<file path="src/rtl/fm_mot_pkg.sv">
// Shared types and default widths for the FM modulation differencing block.
package fm_mot_pkg;

    typedef enum logic [1:0] {
        IDLE  = 2'd0,
        SYNC  = 2'd1,
        ACCUM = 2'd2
    } state_t;

    localparam int SIGSIZE_DEF  = 16;
    localparam int ACCWIDTH_DEF = 40;
    localparam int SHIFT_DEF    = 0;
    localparam int NPER_W       = 16;

endpackage

</file>
<file path="src/rtl/sat_trunc.sv">
// Signed saturating narrowing from IW to OW bits (IW >= OW).
module sat_trunc #(
    parameter int IW = 41,
    parameter int OW = 16
) (
    input  logic signed [IW-1:0] din,
    output logic signed [OW-1:0] dout
);

    logic fits;

    // The value fits when every bit above the output sign bit matches the input sign.
    assign fits = (din[IW-1:OW-1] == {(IW-OW+1){din[IW-1]}});

    // Clamp to the most positive / most negative code instead of wrapping.
    assign dout = fits        ? din[OW-1:0] :
                  din[IW-1]   ? {1'b1, {(OW-1){1'b0}}} :
                                {1'b0, {(OW-1){1'b1}}};

endmodule

</file>
<file path="src/rtl/fm_mot_diff.sv">
// Synchronous FM demodulator: sums samples per modulation phase over n_per
// FM periods, reports high-minus-low difference and its change between
// successive measurements.
module fm_mot_diff
    import fm_mot_pkg::*;
#(
    parameter int SIGSIZE  = SIGSIZE_DEF,
    parameter int ACCWIDTH = ACCWIDTH_DEF,
    parameter int SHIFT    = SHIFT_DEF
) (
    input  logic                      clk,
    input  logic                      rst_n,
    input  logic                      en,
    input  logic                      fm_sq,
    input  logic [NPER_W-1:0]         n_per,
    input  logic signed [SIGSIZE-1:0] sig_in,
    output logic signed [SIGSIZE-1:0] out0,
    output logic signed [SIGSIZE-1:0] out1,
    output logic                      trig
);

    state_t state_q, state_d;

    logic                       fm_sq_d;
    logic                       rise, start, in_acc, done, publish;
    logic [NPER_W-1:0]          per_cnt, target, target_n;
    logic signed [ACCWIDTH-1:0] acc_hi, acc_lo, sig_ext;
    logic signed [ACCWIDTH:0]   diff_raw, diff_sh;
    logic signed [SIGSIZE-1:0]  out0_new, out1_new;
    logic signed [SIGSIZE:0]    d1;
    logic [1:0]                 vld_pipe;   // [0]: raw diff held, [1]: outputs updated
    logic                       first_q;

    assign rise     = fm_sq & ~fm_sq_d;
    assign start    = (state_q == SYNC) & en & rise;
    assign in_acc   = (state_q == ACCUM) & en;
    assign done     = in_acc & rise & ((per_cnt + 16'd1) == target);
    assign publish  = vld_pipe[0] & en;
    assign target_n = (n_per == '0) ? NPER_W'(1) : n_per;
    assign sig_ext  = {{(ACCWIDTH-SIGSIZE){sig_in[SIGSIZE-1]}}, sig_in};
    assign diff_sh  = diff_raw >>> SHIFT;
    assign d1       = {out0_new[SIGSIZE-1], out0_new} - {out0[SIGSIZE-1], out0};
    assign trig     = vld_pipe[1];

    sat_trunc #(.IW(ACCWIDTH+1), .OW(SIGSIZE)) u_sat0 (.din(diff_sh), .dout(out0_new));
    sat_trunc #(.IW(SIGSIZE+1),  .OW(SIGSIZE)) u_sat1 (.din(d1),      .dout(out1_new));

    // State register.
    always_ff @(posedge clk or negedge rst_n) begin
        if (!rst_n) state_q <= IDLE;
        else        state_q <= state_d;
    end

    // Next state: wait for enable, lock onto the first rising edge, then run freely.
    always_comb begin
        state_d = state_q;
        case (state_q)
            IDLE:    if (en) state_d = SYNC;
            SYNC:    if (!en) state_d = IDLE; else if (rise) state_d = ACCUM;
            ACCUM:   if (!en) state_d = IDLE;
            default: state_d = IDLE;
        endcase
    end

    // Phase accumulators and period counter; a completing edge restarts them
    // with its own sample so consecutive measurements are gapless.
    always_ff @(posedge clk or negedge rst_n) begin
        if (!rst_n) begin
            fm_sq_d  <= 1'b0;
            per_cnt  <= '0;
            target   <= '0;
            acc_hi   <= '0;
            acc_lo   <= '0;
            diff_raw <= '0;
        end else begin
            fm_sq_d <= fm_sq;
            if (done) diff_raw <= {acc_hi[ACCWIDTH-1], acc_hi} - {acc_lo[ACCWIDTH-1], acc_lo};
            if (start || done) begin
                target  <= target_n;
                per_cnt <= '0;
                acc_hi  <= sig_ext;   // fm_sq is high on a rising edge
                acc_lo  <= '0;
            end else if (in_acc) begin
                if (rise) per_cnt <= per_cnt + 16'd1;
                if (fm_sq) acc_hi <= acc_hi + sig_ext;
                else       acc_lo <= acc_lo + sig_ext;
            end else begin
                per_cnt <= '0;
                target  <= '0;
                acc_hi  <= '0;
                acc_lo  <= '0;
            end
        end
    end

    // Result pipeline; dropping en kills any result still in flight.
    always_ff @(posedge clk or negedge rst_n) begin
        if (!rst_n) begin
            vld_pipe <= '0;
            out0     <= '0;
            out1     <= '0;
            first_q  <= 1'b1;
        end else begin
            vld_pipe <= {publish, done};
            if (state_q == IDLE) first_q <= 1'b1;
            else if (publish)    first_q <= 1'b0;
            if (publish) begin
                out0 <= out0_new;
                out1 <= first_q ? '0 : out1_new;
            end
        end
    end

endmodule

</file>
<file path="config.mk">
export PLATFORM = sky130hd
export DESIGN_NAME = fm_mot_diff
export DESIGN_NICKNAME = d
export VERILOG_FILES = /design/src/rtl/fm_mot_pkg.sv /design/src/rtl/sat_trunc.sv /design/src/rtl/fm_mot_diff.sv
export SDC_FILE = /design/constraint.sdc
export NUM_CORES = 1
export LEC_CHECK = 0
export ABC_AREA = 1
export CORE_UTILIZATION = 42
export DETAILED_ROUTE_END_ITERATION = 7
export SETUP_SLACK_MARGIN = 0.2
export SKIP_LAST_GASP = 1
export SLEW_MARGIN = 20
export SYNTH_ARGS = -nofsm -noshare
export SYNTH_HDL_FRONTEND = slang
export SYNTH_SLANG_ARGS = --single-unit
</file>
<file path="constraint.sdc">
create_clock -name clk -period 4.8 [get_ports clk]
set_input_delay 0.48 -clock clk [delete_from_list [all_inputs] [get_ports clk]]
set_output_delay 0.48 -clock clk [all_outputs]
set_load 0.05 [all_outputs]
</file>
==> results.sh <==
export IMPL_holdCritPathClass="input port to asynchronous set/reset pin"
export IMPL_drive_above_1_share_pct=2.82
export IMPL_track_usage_pct=29.3
export IMPL_cts_buffers_inserted=17
export IMPL_fin_cells=3481
export IMPL_multi_input_area_sq_um=11400
export IMPL_grt_pass1_vias=17600
export IMPL_cts_reportedPaths_clkPinSlew_ns=0.09
export IMPL_drt_drc_violations_left=0
export IMPL_ys_types=47
export IMPL_max_clock_path_buffers=2
export IMPL_worst_ep_arrival_time_ns=4.42
export IMPL_via_count=18700
export IMPL_routed_wl_um=62600
export IMPL_cap_violations=0
export IMPL_p_per_area_nw_per_um2=218
export IMPL_port_buffers=68
export IMPL_utilization_pct=46.9
export IMPL_status="finished clean"
export IMPL_setup_viol=0
export IMPL_firstDrtPassIters=5
export IMPL_viasPerCell=5.38
export IMPL_rsz0062_at_grt="false"
export IMPL_fp_dieH_um=209
export IMPL_synth_largest_area_cell="dfrtp_1"
export IMPL_ctsHtreeMaxLevel=4
export IMPL_grt_max_degree=113
export IMPL_post_cts_setup_buffers=0
export IMPL_synth_warning_count=0
export IMPL_power_mw=4.30
export IMPL_critPathKind="flip-flop to flip-flop"
export IMPL_antenna_found_initial=0
export IMPL_place_gp_congestion=0.970
export IMPL_tightest_slew_ns=0.964
export IMPL_core_area_sq_um=42000
export IMPL_fmax_ghz=0.248
export IMPL_setup_worst_path_end_class="flip-flop"
export IMPL_regArea_sq_um=4780
export IMPL_syn_area_sq_um=17900
export IMPL_relSlewSlack_pct=35.7
export IMPL_seq_area_frac_synth_pct=26.7
export IMPL_postSynthAreaPerCell_sq_um=6.21
export IMPL_design_die_area_sq_um=43500
export IMPL_fillCellCount=4551
export IMPL_synth_seq_cells=191
export IMPL_clock_latency_ns=0.51
export IMPL_period_share_pct=84.0
export IMPL_num_antenna_cells=0
export IMPL_root_buffer="clkbuf_16"
export IMPL_place_hpwl_um=50400
export IMPL_netlist_instances=2890
export IMPL_cp_max_fo=17
export IMPL_synthesis_nets=3065
export IMPL_dp_cells=3450
export IMPL_grt_pass1_wl_um=99000
export IMPL_sw_frac_of_total_pct=34.5
export IMPL_start_kind="flip-flop"
export IMPL_clock_sinks=191
export IMPL_critPathRequiredTime_ns=5.19
export IMPL_num_rows=75
export IMPL_hold_violations=0
export IMPL_p_switching_mw=1.48
export IMPL_intPower_mw=2.82
export IMPL_grt_overflow=0
export IMPL_skew_ns=0.0221
export IMPL_synth_area_leaders="dfrtp_1 (27%), nand2_1 (19%), ha_1 (9.4%), inv_1 (8.1%), nand3_1 (7.0%)"
export IMPL_power_leakage_nw=10.7
export IMPL_final_nets=3105
export IMPL_fp_dieW_um=209
export IMPL_areaGrowthSynthToFinish_pct=10.0
export IMPL_fin_setup_tns_ns=0
export IMPL_timing_final_max_slew_violations=0
export IMPL_comb_power_share_pct=25.0
export IMPL_wl_per_cell_um=18.0
export IMPL_cts_tree="yes"
export IMPL_ant_nets=0
export IMPL_period_minus_slack_ns=4.03
export IMPL_ir_drop_uv=192
export IMPL_pin_count=69
export IMPL_p_clk_share_pct=36.7
export IMPL_start_util_pct=42.7
export IMPL_drt_initial_drc_count=1516
export IMPL_power_frac_seq_pct=38.3
export IMPL_yosysTopAreaCellShare_pct=26.5
==> final cells by class <==
type,count,share of cell area (%)
Inverter,388,7.38
Clock buffer,19,2.24
Timing Repair Buffer,86,4.19
Multi-Input combinational cell,2246,57.7
Tap cell,539,3.42
Sequential cell,191,24.2
Clock inverter,12,0.881
==> placed cells by master (no fill, tap or decap), drive strengths merged, types with 4 or more instances in the layout <==
| cell type | netlist | final |
|---|---|---|
| clkinv | 2 | 4 |
| and3 | 4 | 4 |
| clkdlybuf4s50 | 0 | 66 |
| ha | 135 | 135 |
| a31oi | 5 | 5 |
| inv | 386 | 391 |
| nor4 | 12 | 12 |
| xnor2 | 35 | 35 |
| clkbuf | 35 | 20 |
| o21bai | 11 | 11 |
| a21o | 10 | 10 |
| nor3 | 27 | 27 |
| xor2 | 31 | 31 |
| nand3b | 20 | 20 |
| nor2 | 294 | 294 |
| a21oi | 188 | 188 |
| or2 | 16 | 16 |
| nand3 | 250 | 250 |
| dfrtp | 190 | 190 |
| o21a | 11 | 11 |
| nand2 | 922 | 922 |
| o21ai | 221 | 221 |
| buf | 30 | 19 |
| a21boi | 6 | 6 |
| nand4 | 25 | 25 |
| fa | 4 | 4 |
==> sequential cells by signal (all words and copies together), names as in the netlist <==
name	flops
per_cnt	16
first_q	1
acc_lo	40
fm_sq_d	1
diff_raw	41
state_q	2
out1	16
acc_hi	40
vld_pipe	2
target	16
out0	16
==> worst max-delay path: stages (launching register included) <==
cell and delay [ns]:
dfrtp_1 0.54, nor4_1 0.34, nand3b_1 0.11, o32ai_1 0.19, nand3_1 0.15, buf_4 0.22, nand2_2 0.20, o21ai_0 0.18
ha_1 0.37, a21oi_1 0.21, o21ai_0 0.10, a21oi_1 0.24, o21ai_0 0.18, nand2_1 0.11, nand2_1 0.05, nand2_1 0.09
nand2_1 0.07, nand2_1 0.30, nand3_1 0.12, nand2_1 0.08, nand2_1 0.05
==> final timing paths <==
check,from,end,slack [ns],cells after the start
max,diff_raw[40],out1[4],0.77,20
min,rst_n,target[15],0.08,1
max reg2reg,diff_raw[40],out1[4],0.77,20
min reg2reg,out1[10],out1[10],0.47,2
max in group asynchronous,rst_n,acc_hi[34],3.72,2
min in group clk,out1[10],out1[10],0.47,2
==> cells by family after synthesis <==
| group | synth area share [%] |
|---|---|
| flip-flops | 26.7 |
| XOR/XNOR | 3.22 |
| AND/OR/NAND/NOR | 36.3 |
| AO/OA/AOI/OAI | 14.0 |
| adder cells (fa/ha/maj) | 9.86 |
| buffers and inverters | 10.0 |
==> power by group through the flow <==
stage          Combinational (mW)  Sequential (mW)  Clock (mW)
3_5_place_dp                 1.06             1.68           0
5_1_grt                      1.20             1.65        1.67
2_1_floorplan               0.709             1.67           0
3_3_place_gp                 1.06             1.68           0
6_report                     1.07             1.65        1.58
4_1_cts                      1.06             1.65        1.62
==> Yosys cell counts (all sizes together) <==
| cell type | number |
|---|---|
| o311ai | 2 |
| dfrtp | 190 |
| nand2 | 922 |
| fa | 4 |
| and2 | 2 |
| o211ai | 2 |
| nand4 | 25 |
| nand3b | 20 |
| a41oi | 1 |
| a31o | 1 |
| o22ai | 3 |
| o21ai | 221 |
| o21a | 11 |
| ha | 135 |
| a211oi | 3 |
| clkbuf | 35 |
| nand3 | 250 |
| dfstp | 1 |
| clkinv | 2 |
| a221oi | 2 |
| nor2 | 294 |
| o41ai | 2 |
| o32ai | 1 |
| or2 | 16 |
| a31oi | 5 |
| nor4 | 12 |
| inv | 386 |
| o21bai | 11 |
| and3 | 4 |
| buf | 30 |
| xnor2 | 35 |
| a21boi | 6 |
| nor3 | 27 |
| xor2 | 31 |
| a21oi | 188 |
| a21o | 10 |
==> repair_timing <==
| action | CTS | global route |
|---|---|---|
| resized for setup | 0 | 2 |
| setup endpoints to repair | 0 | 15 |
| endpoints found under the hold margin | 0 | 0 |
| hold buffers | 0 | 0 |
==> metal layers <==
layer | GRT usage [%] | vias up | part of all wire, %
li1 | - | 9430 | -
met3 | 5.68 | 79 | 6.2
met2 | 47.2 | 563 | 45
met4 | 11.4 | 0 | 3.3
met1 | 38.7 | 8646 | 46
met5 | 0 | - | 0
==> metrics by stage <==
stage          setup WS [ns]  hold WS (ns)  area (sq um)
5_1_grt                0.230         0.142         19700
3_3_place_gp           0.715         0.441         19100
2_1_floorplan           1.28         0.184         17900
3_5_place_dp           0.622         0.464         19100
4_1_cts                0.591        0.0987         19700
6_report               0.770        0.0765         19700
Note: power is estimated with default switching activity, not from simulation.
==> RTL edit, RTL diff (same flow settings) <==
Change the package constant `NPER_W` from 16 to 32.
--- a/src/rtl/fm_mot_pkg.sv
+++ b/src/rtl/fm_mot_pkg.sv
@@ -10,7 +10,7 @@
     localparam int SIGSIZE_DEF  = 16;
     localparam int ACCWIDTH_DEF = 40;
     localparam int SHIFT_DEF    = 0;
-    localparam int NPER_W       = 16;
+    localparam int NPER_W       = 32;
 
 endpackage
 
Interface: changed (resized n_per); port bits go from 69 to 85. The function was not compared with the original's and may differ.
==> RTL edit against the unedited design <==
The flow now finishes with violations (design-rule violations, negative hold slack); hold slack got worse by 0.12 ns; synthesized area up 11%; global-route usage down 0.18 points; clock skew increased by 0.00082 ns; maximum frequency down 1.0%; sequential share of layout area grew 0.82 points; wire length rose by 12%; total power rose by 20%; setup slack got worse by 0.042 ns; cell area rose by 13%; sequential cell count is 32 higher; critical path type unchanged; largest cell class unchanged.
==> RTL edit: results (changes against the unedited design) <==
cells_and_area:
  final-clk-cell-share_pct: 4.08  # was 3.13%
  drive_gt1_share_pct: 3.33  # was 2.82%
  clock_buffers: 39  # was 19
  nets: 3383  # was 3105
  num-multi-input-gates: 2429  # was 2246
  n_sequential_cell: 223  # was 191
global_route:
  grt_pass1_wl_um: 110000  # was 99000 µm
  use_met2_pct: 47.8  # was 47.2%
  grt_max_degree: 116  # was 113
  use_met3_pct: 3.38  # was 5.68%
sta:
  finClkSkew_ns: 0.0229  # was 0.0221 ns
  holdWs_ns: -0.0451  # was 0.0765 ns
  hold_viol_final: 27  # was 0
synth:
  syn_area_per_cell_um2: 6.36  # was 6.21 µm²
  synth_common_cells: "nand2_1, inv_1, nor2_1"  # unchanged
  synthTopCellsByArea: "dfrtp_1, nand2_1, ha_1"  # unchanged
  synth_xor_area_share_pct: 3.52  # was 3.22%
  synth-compound-area-share_pct: 14.8  # was 14.0%
place:
  dpl.hpwl_um: 55800  # was 50400 µm
  postPlaceCellArea_mm2: 0.0214  # was 0.0191 mm²
  preCtsSetupSlack_ns: 0.352  # was 0.622 ns
  port_buffers: 84  # was 68
drt:
  wl_per_cell_um: 18.3  # was 18.0 µm
  vias: 20832  # was 18718
  drt-initial-drc-count: 1589  # was 1516
  drc: 16  # was 0
  dr.pass1.iters: 7  # was 5
clock_tree:
  cts_made_buffers: 27  # was 17
  ctsLongestPathBuffers: 3  # was 2
power_and_ir_drop:
  irDropWorstVdd_v: 0.000328  # was 0.000192 V
  p_sw_w: 0.00163  # was 0.00148 W
  fin_total_pwr_w: 0.00515  # was 0.00430 W
outcome:
  violations: "design-rule violations, negative hold slack"
  status: "complete, but fails checks"  # was finished, final reports clean
setup_path:
  cp_max_fo: 15  # was 17
==> RTL edit: cell count changes after synthesis, sizes merged, moves of 19 or more <==
| cell | unedited run | this run |
|---|---|---|
| dfrtp | 190 | 222 |
| nand2 | 922 | 903 |
| nand3 | 250 | 307 |
| a21oi | 188 | 212 |
| a31oi | 5 | 24 |
| nor2 | 294 | 326 |
==> RTL edit: metal layers <==
layer | routed length (µm) | up-vias
met5 | 0 | -
met4 | 1750 | 0
met3 | 3650 | 89
met2 | 31700 | 591
met1 | 32700 | 9743
li1 | - | 10409
==> RTL edit: worst paths after layout <==
path / from / endpoint / slack, ns / depth (start not counted)
worst max-delay path: diff_raw[40] / out1[12] / 0.73 / 20
worst min register to register: state_q[1] / first_q / 0.46 / 1
max in group asynchronous: rst_n / acc_lo[13] / 3.67 / 2
worst min-delay path: rst_n / target[29] / -0.05 / 1
min in group clk: state_q[1] / first_q / 0.46 / 1
worst max register to register: diff_raw[40] / out1[12] / 0.73 / 20
